File: src/rtl/servo_slew_ctrl_if.sv
// Command/angle bundle between the SPI frame latch, the slew stage and the PWM stage.
// cmd_valid is a single-cycle strobe with no ready: the slew stage always accepts a frame.
interface servo_slew_ctrl_if;
  logic        cmd_valid;
  logic [15:0] cmd_data;
  logic [7:0]  angle_x;
  logic [7:0]  angle_y;
  logic        update_tick;
  logic        at_target;
  logic        timeout;
  logic [7:0]  target_x;
  logic [7:0]  target_y;

  modport master (
    output cmd_valid, cmd_data,
    input  angle_x, angle_y, update_tick, at_target, timeout, target_x, target_y
  );

  modport slave (
    input  cmd_valid, cmd_data,
    output angle_x, angle_y, update_tick, at_target, timeout, target_x, target_y
  );
endinterface

File: src/rtl/servo_slew_ctrl.sv
// Slew-rate limited X/Y servo command stage with a frame watchdog that recentres
// both axes when the command stream goes quiet.
module servo_slew_ctrl #(
  parameter int UPDATE_DIV    = 120000,
  parameter int MAX_STEP      = 4,
  parameter int CENTER        = 128,
  parameter int TIMEOUT_TICKS = 200
) (
  input logic              CLK,
  input logic              rst,
  servo_slew_ctrl_if.slave bus
);

  localparam int DIV_W = (UPDATE_DIV > 1) ? $clog2(UPDATE_DIV) : 1;
  localparam int WD_W  = $clog2(TIMEOUT_TICKS + 1);
  localparam logic [DIV_W-1:0] DIV_LAST  = DIV_W'(UPDATE_DIV - 1);
  localparam logic [WD_W-1:0]  WD_LIMIT  = WD_W'(TIMEOUT_TICKS);
  localparam logic [WD_W-1:0]  WD_EXPIRE = WD_W'(TIMEOUT_TICKS - 1);
  localparam logic [7:0]       CENTER_V  = 8'(CENTER);
  // Steps of 255 or more all behave as "jump straight to target".
  localparam int               STEP_CLAMP = (MAX_STEP > 255) ? 255 : MAX_STEP;
  localparam logic [8:0]       STEP9      = 9'(STEP_CLAMP);
  localparam logic [7:0]       STEP8      = 8'(STEP_CLAMP);

  logic [DIV_W-1:0] div_q, div_d;
  logic             tick_q, tick_d;
  logic [WD_W-1:0]  wd_q, wd_d;
  logic             timeout_q, timeout_d;
  logic [7:0]       angle_x_q, angle_x_d;
  logic [7:0]       angle_y_q, angle_y_d;
  logic [7:0]       target_x_q, target_x_d;
  logic [7:0]       target_y_q, target_y_d;

  function automatic logic [7:0] step_toward(input logic [7:0] angle, input logic [7:0] target);
    logic signed [8:0] diff;
    logic [8:0]        mag;
    diff = $signed({1'b0, target}) - $signed({1'b0, angle});
    mag  = diff[8] ? $unsigned(-diff) : $unsigned(diff);
    if (mag <= STEP9) begin
      return target;
    end else if (diff[8]) begin
      return angle - STEP8;
    end else begin
      return angle + STEP8;
    end
  endfunction

  always_comb begin
    div_d      = (div_q == DIV_LAST) ? '0 : div_q + 1'b1;
    tick_d     = (div_q == DIV_LAST);
    wd_d       = wd_q;
    timeout_d  = timeout_q;
    angle_x_d  = angle_x_q;
    angle_y_d  = angle_y_q;
    target_x_d = target_x_q;
    target_y_d = target_y_q;

    // Stepping sees the targets as they were before this edge.
    if (tick_q) begin
      angle_x_d = step_toward(angle_x_q, target_x_q);
      angle_y_d = step_toward(angle_y_q, target_y_q);
    end

    if (bus.cmd_valid) begin
      target_x_d = bus.cmd_data[15:8];
      target_y_d = bus.cmd_data[7:0];
      wd_d       = '0;
      timeout_d  = 1'b0;
    end else if (tick_q && (wd_q != WD_LIMIT)) begin
      wd_d = wd_q + 1'b1;
      if (wd_q == WD_EXPIRE) begin
        timeout_d  = 1'b1;
        target_x_d = CENTER_V;
        target_y_d = CENTER_V;
      end
    end
  end

  always_ff @(posedge CLK) begin
    if (rst) begin
      div_q      <= '0;
      tick_q     <= 1'b0;
      wd_q       <= '0;
      timeout_q  <= 1'b0;
      angle_x_q  <= CENTER_V;
      angle_y_q  <= CENTER_V;
      target_x_q <= CENTER_V;
      target_y_q <= CENTER_V;
    end else begin
      div_q      <= div_d;
      tick_q     <= tick_d;
      wd_q       <= wd_d;
      timeout_q  <= timeout_d;
      angle_x_q  <= angle_x_d;
      angle_y_q  <= angle_y_d;
      target_x_q <= target_x_d;
      target_y_q <= target_y_d;
    end
  end

  assign bus.angle_x     = angle_x_q;
  assign bus.angle_y     = angle_y_q;
  assign bus.update_tick = tick_q;
  assign bus.timeout     = timeout_q;
  assign bus.at_target   = (angle_x_q == target_x_q) && (angle_y_q == target_y_q);
  assign bus.target_x    = target_x_q;
  assign bus.target_y    = target_y_q;

endmodule

File: src/flat_wrapper.sv
// flat-port wrapper written by rule: the top's interface ports become plain ports
module servo_slew_ctrl_flat 
#(
  parameter int UPDATE_DIV    = 120000,
  parameter int MAX_STEP      = 4,
  parameter int CENTER        = 128,
  parameter int TIMEOUT_TICKS = 200
)
  (CLK, rst, bus_cmd_valid, bus_cmd_data, bus_angle_x, bus_angle_y, bus_update_tick, bus_at_target, bus_timeout, bus_target_x, bus_target_y);
  servo_slew_ctrl_if bus_i ();
  input logic CLK;
  input logic rst;
  input wire logic [$bits(bus_i.cmd_valid)-1:0] bus_cmd_valid;
  input wire logic [$bits(bus_i.cmd_data)-1:0] bus_cmd_data;
  output wire logic [$bits(bus_i.angle_x)-1:0] bus_angle_x;
  output wire logic [$bits(bus_i.angle_y)-1:0] bus_angle_y;
  output wire logic [$bits(bus_i.update_tick)-1:0] bus_update_tick;
  output wire logic [$bits(bus_i.at_target)-1:0] bus_at_target;
  output wire logic [$bits(bus_i.timeout)-1:0] bus_timeout;
  output wire logic [$bits(bus_i.target_x)-1:0] bus_target_x;
  output wire logic [$bits(bus_i.target_y)-1:0] bus_target_y;
  assign bus_i.cmd_valid = bus_cmd_valid;
  assign bus_i.cmd_data = bus_cmd_data;
  assign bus_angle_x = bus_i.angle_x;
  assign bus_angle_y = bus_i.angle_y;
  assign bus_update_tick = bus_i.update_tick;
  assign bus_at_target = bus_i.at_target;
  assign bus_timeout = bus_i.timeout;
  assign bus_target_x = bus_i.target_x;
  assign bus_target_y = bus_i.target_y;
  servo_slew_ctrl #(.UPDATE_DIV(UPDATE_DIV), .MAX_STEP(MAX_STEP), .CENTER(CENTER), .TIMEOUT_TICKS(TIMEOUT_TICKS)) u_core (.CLK(CLK), .rst(rst), .bus(bus_i));
endmodule
File: config.mk
export PLATFORM = sky130hd
export DESIGN_NAME = servo_slew_ctrl_flat
export DESIGN_NICKNAME = d
export VERILOG_FILES = /design/src/rtl/servo_slew_ctrl_if.sv /design/src/rtl/servo_slew_ctrl.sv /design/src/flat_wrapper.sv
export SDC_FILE = /design/constraint.sdc
export NUM_CORES = 1
export LEC_CHECK = 0
export ABC_AREA = 1
export CORE_MARGIN = 4
export CORE_UTILIZATION = 50
export DETAILED_ROUTE_END_ITERATION = 7
export PLACE_DENSITY_LB_ADDON = 0.15
export SLEW_MARGIN = 10
export SYNTH_ARGS = -nofsm -noshare
export SYNTH_HDL_FRONTEND = slang
export SYNTH_SLANG_ARGS = --single-unit
File: constraint.sdc
create_clock -name CLK -period 4.1 [get_ports CLK]
set_clock_uncertainty 0.2 [all_clocks]
set_input_delay 0.82 -clock CLK [delete_from_list [all_inputs] [get_ports CLK]]
set_output_delay 0.82 -clock CLK [all_outputs]
set_load 0.1 [all_outputs]
==> impl_metrics.yaml <==
sta:
  relSlewSlack_pct: 31.80
  timing.hold.ws_ps: 250.3
  fin_crit_sh_pct: 75.05
  min_period_ps: 3077
  setup-tns-final_ps: 0
  worstMarginPinSlew_ps: 1020
  drv_slew: 0
  setup-violations-final: 0
  timing.fmax_mhz: 325.0
  hold_viol: 0
  worst_slack_ps: 1023
  rsz0062_at_grt: "no"
final_layout:
  final_common_cell: "nand2_1"
  final_nets: 780
  final.fill_count: 818
  drive_above_1_share_pct: 11.46
  postLayoutCoreUtil_pct: 60.38
  layout.cells.non_filler: 841
  mostFrequentLayoutCells: "nand2_1 (183), inv_1 (110), nand3_1 (68), dfxtp_1 (59), clkdlybuf4s50_1 (51)"
  n_antenna_cell: 0
  area_growth_syn_to_layout_pct: 18.54
synth:
  synth_top_area_share_pct: 26.72
  seq_area_frac_synth_pct: 26.72
  yosys.area.top_type: "dfxtp_1"
  synthSimpleGateAreaFrac_pct: 39.97
  yosys_register_bits: 59
  yosys-top-cells-area: "dfxtp_1 (27%), nand2_1 (16%), inv_1 (9.3%)"
  yosysWarnings: 0
  ys_types: 40
  netlist_instances: 672
  syn-cell-area_mm2: 0.004420
  syn_avg_cell_area_um2: 6.578
  synth_top_family_by_area: "simple AND/OR/NAND/NOR gates"
  syn_nets: 724
  synth_fa_ha_area_share_pct: 10.02
  synth_compound_area_share_pct: 9.454
  synth-xor-area-share_pct: 2.576
  synth_mux_area_share_pct: 0
place:
  io_buffers: 53
  gp_congestion: 0.9718
  hpwl_um: 8672
  place_inst: 825
  dp_slack_ps: 1085
hold_path:
  worstHoldStart: "u_core.div_q[0]"
  holdCritPathClass: "flop to flop"
  hold_depth: 1
  whs_endpoint: "u_core.div_q[0]"
clocking:
  insertion_delay_ps: 340
  cts_hold_buf: 0
  cts_tree: "built"
  numCtsBuffers: 9
  cts_root_buf: "clkbuf_8"
  cts.sinks: 59
  cts_max_level: 3
  cts_setup_buffers: 0
  postCtsResizedCells: 0
  clkTransAtPathRegs_ps: 70
  cts_buffer_depth: 2
global_routing:
  use_met2_pct: 34.83
  grt_max_degree: 30
  grt.busiest_layer: "met2"
  grt_pass1_wl_um: 18540
  gr-usage-met1_pct: 31.44
  antenna_found_initial: 0
  use_met3_pct: 3.072
  grt_pass1_vias: 4023
  grt_overflow_total: 0
  grt_usage_pct: 22.29
critical_path:
  r2r-start: "u_core.bus.angle_x[6]"
  cp_max_fo: 6
  reg2regPathDepth: 16
  regToRegSetupSlack_ps: 1060
  r2r-end: "u_core.bus.angle_x[7]"
  path_class: "flop to output port"
  startpoint_type: "flop"
  endpoint_kind: "output port"
  critPathArrivalTime_ps: 2060
  critPathRequiredTime_ps: 3080
power:
  power.density_mw_per_mm2: 313.3
  leakage_nw: 2.476
  vdd_drop_max_v: 0.0002126
floorplan:
  rows: 34
  io_pins: 54
  core_mm2: 0.008678
  start_util_pct: 50.94
  die_area_mm2: 0.01041
  fp.dieH_um: 102.0
  die_w_um: 102.0
detailed_routing:
  via_per_inst: 5.105
  drc: 0
  routed_wl_um: 10980
  vias: 4293
  drt_iter0_markers: 269
  first_pass_iters: 5
  routedWlPerCell_um: 13.06
  ant_nets: 0
run_status:
  status: "finished, final reports clean"
flow_run:
  drv_cap: 0
synth_stat cells:
cell / number
o21a_1: 1
buf_6: 2
nor3_2: 1
o21ai_2: 1
xnor2_1: 2
nand3_2: 7
inv_2: 5
o21ai_1: 2
nor3_1: 7
nand3_1: 68
o21bai_1: 2
nand2_1: 183
nand4_1: 10
nand2_4: 4
a211oi_1: 3
nor2_4: 4
nand2_2: 16
a21oi_2: 12
a21oi_4: 1
xor2_1: 11
nor4_1: 3
inv_1: 110
ha_1: 29
nor4_2: 1
clkbuf_1: 7
fa_1: 4
nor2_2: 5
o22ai_1: 2
or2_4: 1
buf_2: 1
dfxtp_1: 59
inv_4: 2
nor3b_1: 5
or2_1: 2
nor2_8: 1
nor2_1: 46
nand3b_1: 6
or2_2: 2
o21ai_0: 8
a21oi_1: 36
sequential cells by signal, summed over array words and instances (netlist names):
| name | cells |
|---|---|
| u_core.div_q | 17 |
| u_core.bus.angle_x | 8 |
| u_core.bus.angle_y | 8 |
| u_core.bus.target_x | 8 |
| u_core.bus.target_y | 8 |
| u_core.wd_q | 8 |
| u_core.bus.timeout | 1 |
| u_core.bus.update_tick | 1 |
through the flow:
step	power, W	area, µm²
2_1_floorplan	0.001014	4425
3_3_place_gp	0.001121	5047
3_5_place_dp	0.001131	5047
4_1_cts	0.001648	5240
5_1_grt	0.001738	5240
6_report	0.001641	5240
worst max-delay path, stage by stage (launching register included):
cell,delay [ps]
dfxtp_1,380
inv_1,80
ha_1,440
nand2_2,110
nor2_2,160
nand2_1,80
nor3_2,150
buf_4,320
final cells by class:
type	count	area, µm²	share of cell area, %
Sequential cell	59	1181	22.54
Inverter	117	444.2	8.477
Clock inverter	7	68.82	1.313
Tap cell	108	135.1	2.579
Timing Repair Buffer	55	540.5	10.32
Multi-Input combinational cell	486	2746	52.41
Clock buffer	9	123.9	2.364
power breakdown:
group          total (W)  internal, W  switching [W]
Clock           0.000520     0.000278       0.000242
Combinational   0.000522     0.000167       0.000356
Sequential      0.000599     0.000584      0.0000153
cells by family (layout without fill, tap and decap cells):
kind of cell | Yosys count | count (layout)
and+or+nand+nor | 372 | 372
buffers and inverters | 127 | 188
AOI/OAI and AO/OA | 68 | 68
DFF | 59 | 59
adders and majority gates | 33 | 33
xor gates and xnor gates | 13 | 13
worst max-delay path by stage:
stage / start / to / cells after the start
6_report: u_core.bus.angle_y[6] / bus_at_target / 7
5_1_grt: u_core.bus.target_x[0] / u_core.bus.angle_x[7] / 18
4_1_cts: u_core.bus.angle_y[6] / bus_at_target / 7
3_5_place_dp: u_core.bus.angle_x[6] / u_core.bus.angle_x[7] / 16
3_3_place_gp: u_core.bus.angle_x[6] / u_core.bus.angle_x[7] / 16
2_1_floorplan: u_core.bus.angle_x[2] / bus_at_target / 4
per-layer routing:
| layer | vias to the layer above | part of all wire [%] |
|---|---|---|
| met1 | 1917 | 48 |
| met5 | - | 0 |
| met4 | 0 | 2.6 |
| met2 | 95 | 45 |
| met3 | 23 | 4.5 |
| li1 | 2258 | - |
Power figures use the tool's default switching activity.
==> RTL change 1 (config.mk and constraints unchanged) <==
Make the reset (`rst`) asynchronous in one clocked block.
--- a/src/rtl/servo_slew_ctrl.sv
+++ b/src/rtl/servo_slew_ctrl.sv
@@ -78,3 +78,3 @@
 
-  always_ff @(posedge CLK) begin
+  always_ff @(posedge CLK or posedge rst) begin
     if (rst) begin
Behaviour: differs if rst is asserted again (counterexample within 4 cycles, from zero or initial values and one cycle with rst high); with rst held inactive, the same outputs for 10 cycles.
==> RTL change 1 against the unedited design <==
Power is 1.4% lower; synthesized cell count is 3.9% lower; wire length is 0.84% higher; die area is 1.6% higher; area after synthesis is 1.7% higher; largest power group unchanged; setup slack worse by 0.042 ns; largest cell class unchanged; sequential cell count stayed put; clock power is 6.7% lower; cell count is 2.7% lower; core utilization is 0.72 points higher; sequential power is 3% higher; cell area is 1.7% higher.
==> RTL change 1: results (changes against the unedited design) <==
[yosys]
synth_compound_gate_area_share_pct=8.24  ; -1.2 points
cells_taking_the_most_area_after_synthesis=dfrtp_1 31%, nand2_1 16%, inv_1 8.8%
ys_async_sr_fraction_pct=100  ; +100 points
yosys.cell_types.count=39  ; -2.5%

[final_layout]
fraction_of_standard_cell_area_in_multi_input_logic_pct=48.2  ; -4.2 points
seq-cell-share_pct=27.8  ; +5.3 points
fill_cells=776  ; -5.1%
multi_input_cells=471  ; -3.1%
clock_area_share_pct=3.43  ; -0.25 points
inv_count=108  ; -7.7%

[routing]
met3_wirelength_um=504  ; +2.4%
routed_length_per_placed_instance_um=13.5  ; +3.7%

[critical_path]
worst_ep_arrival_time_ns=3.18  ; +1.12 ns
cpMaxStageDelayCell=fa_1
timing.critical_path.to_type=register
cp_slowest_stage_delay_ns=0.42  ; -0.02 ns
worst_r2r_endpoint=u_core.bus.angle_x[7]
path_max_fanout=9  ; +3

[min_path]
min-delay-start=u_core.div_q[0]

[pwr]
flip_flop_and_latch_power_mw=0.617  ; +3%
share_seq_of_total_power_pct=38.1  ; +1.6 points
total_switching_power_mw=0.596  ; -2.7%

[outcome]
outcome=complete, no violations

[placed_design]
dp_hpwl_um=8760  ; +0.99%
place_congestion=0.887  ; -8.8%

[timing]
timing.max_slew.rel_slack_pct=29.7  ; -2.1 points

## RTL change 1: changes by cell type after synthesis, moves of 4 or more
cell / unedited run / this run
nand2_2: 16 / 6
a21oi_2: 12 / 1
inv_1: 110 / 105
nand3_2: 7 / 3
dfrtp_1: 0 / 55
nand3_1: 68 / 72
dfxtp_1: 59 / 0
inv_2: 5 / 0
a21oi_1: 36 / 26
nor3b_1: 5 / 1
dfstp_2: 0 / 4
a22o_1: 0 / 4
nand2_1: 183 / 188
o21ai_0: 8 / 26
## RTL change 1: routing by layer
layer  vias up  track usage [%]
li1       2177                -
met1      1945             31.9
met2       101             35.4
met3         9             5.14
met4         0             5.78
met5         -                0
## RTL change 1: cells by family (layout without fill, tap and decap cells)
logic type | count (synthesis) | in the layout
XOR/XNOR | 12 | 12
adder cells (fa/ha/maj) | 33 | 33
flip-flops | 59 | 59
AND/OR/NAND/NOR | 361 | 361
buffers and inverters | 116 | 180
AO/OA/AOI/OAI | 65 | 65
==> RTL change 2 (same flow settings) <==
Without the edit above. `CENTER` is set to 128 in 2 places; all go to 64.
--- a/src/rtl/servo_slew_ctrl.sv
+++ b/src/rtl/servo_slew_ctrl.sv
@@ -5,3 +5,3 @@
   parameter int MAX_STEP      = 4,
-  parameter int CENTER        = 128,
+  parameter int CENTER        = 64,
   parameter int TIMEOUT_TICKS = 200
--- a/src/flat_wrapper.sv
+++ b/src/flat_wrapper.sv
@@ -5,3 +5,3 @@
   parameter int MAX_STEP      = 4,
-  parameter int CENTER        = 128,
+  parameter int CENTER        = 64,
   parameter int TIMEOUT_TICKS = 200
Function: changed (Yosys sat finds a counterexample within 4 cycles, from zero or initial values and one cycle with rst high).
==> RTL change 2 against the unedited design <==
Power decreased by 8.7%; sequential cell count unchanged; cell area decreased by 4.3%; wire length decreased by 4.7%; area after synthesis decreased by 3.5%; maximum frequency decreased by 3.6%; highest routed layer unchanged; cell count decreased by 2.4%; count of clock-buffer cells in the layout increased by 3; synthesized cell count decreased by 1.3%; setup slack got worse by 0.11 ns.
==> RTL change 2: results (changes against the unedited design) <==
[outcome]
outcome=complete, no violations

[yosys]
synth_compound_gate_area_share_pct=10.3  ; +0.82 points
synth.top_cells.by_count=180 x nand2_1, 109 x inv_1, 60 x nand3_1, 59 x dfxtp_1, 55 x nor2_1
synth_xor_xnor_area_share_pct=2.67  ; +0.094 points
synthCells=663  ; -1.3%
yosys.cell_types.count=41  ; +2.5%
synthAdderAreaFrac_pct=10.4  ; +0.37 points
synth.net_count=715  ; -1.2%
ys_seq_area_share_pct=27.7  ; +0.98 points
cells_taking_the_most_area_after_synthesis=dfxtp_1 28%, nand2_1 16%, inv_1 9.6%

[clock_network]
worst_skew_pair.late_latency_ns=0.33
cts_root_buf=clkbuf_8

[pwr]
clk-power_mw=0.441  ; -15%
p_leak_nw=2.36  ; -4.6%
vdd_drop_max_mv=0.213  ; +0.18%
cell_internal_pwr_mw=0.973  ; -5.4%

[global_route]
grt_pass1_vias=3860  ; -4.1%
met3_usage_pct=4.10  ; +1.0 points
global_route_wire_length_before_repair_um=17500  ; -5.6%
pin_count_of_the_biggest_net_entering_global_routing=29  ; -3.3%
global_route.usage.total_pct=21.2  ; -1.1 points
globalRouteMet2Util_pct=34.6  ; -0.28 points
met1_usage_pct=28.4  ; -3.0 points

[critical_path]
path_class=register to register
reg2reg_depth=16  ; unchanged
path_max_fanout=9  ; +3
timing.critical_path.from=u_core.bus.angle_y[2]
worst-r2r-setup-slack_ns=0.91  ; -0.15 ns
r2r-start=u_core.bus.angle_y[2]
crit_path_end=u_core.bus.angle_y[7]

[routing]
routed_length_per_placed_instance_um=12.7  ; -2.4%
met3_wirelength_um=496  ; +0.81%
detailed_routed_wire_length_on_met2_um=4880  ; -1.3%
drtIter0Drc=177  ; -34%
avgViaCountPerCell=5.12  ; +0.24%
drt-met1-wl_um=4970  ; -5.6%

[placed_design]
port_buffers=53  ; unchanged
dp.cells=809  ; -1.9%
place_congestion=0.902  ; -7.2%
dp_hpwl_um=8230  ; -5.1%

[timing]
worst_tran_pin_value_ns=1.03  ; +0.00593 ns
hold_slack_ns=0.249  ; -0.00139 ns

[final_layout]
design.final.nets=767  ; -1.7%
layout-drive-gt1-share_pct=6.70  ; -4.8 points
post_layout_nonfiller_instances=821  ; -2.4%

[min_path]
min-delay-start=u_core.div_q[0]
hold_depth=1  ; unchanged

## RTL change 2: area by class of cell
type,count,area [um^2]
clock buffer,12,155
fill,812,3240
inverter,116,438
multi-input combinational,475,2580
sequential,59,1180
tap,105,131
timing repair buffer,54,533
## RTL change 2: metrics by stage
step	cell area, um^2	power [mW]	setup WS [ns]
after floorplan	4270	0.966	0.0831
after global routing	5020	1.59	0.604
after global placement	4860	1.06	1.06
after detailed placement	4860	1.07	0.945
final	5020	1.50	0.909
after CTS	5020	1.51	0.949
## RTL change 2: kinds of logic (layout without fill, tap and decap cells)
kind of cell	Yosys count	after routing
fa+ha+maj	33	33
flops	59	59
xor+xnor	13	13
compound gates	81	81
buf+inv	129	182
simple gates	348	348
## RTL change 2: critical path: cells and delay by family (launching register included)
kind	cells	cell delay [ns]
AO/OA/AOI/OAI	7	0.82
adder cells (fa/ha/maj)	2	0.79
AND/OR/NAND/NOR	5	0.62
flip-flops	1	0.40
buffers and inverters	2	0.23
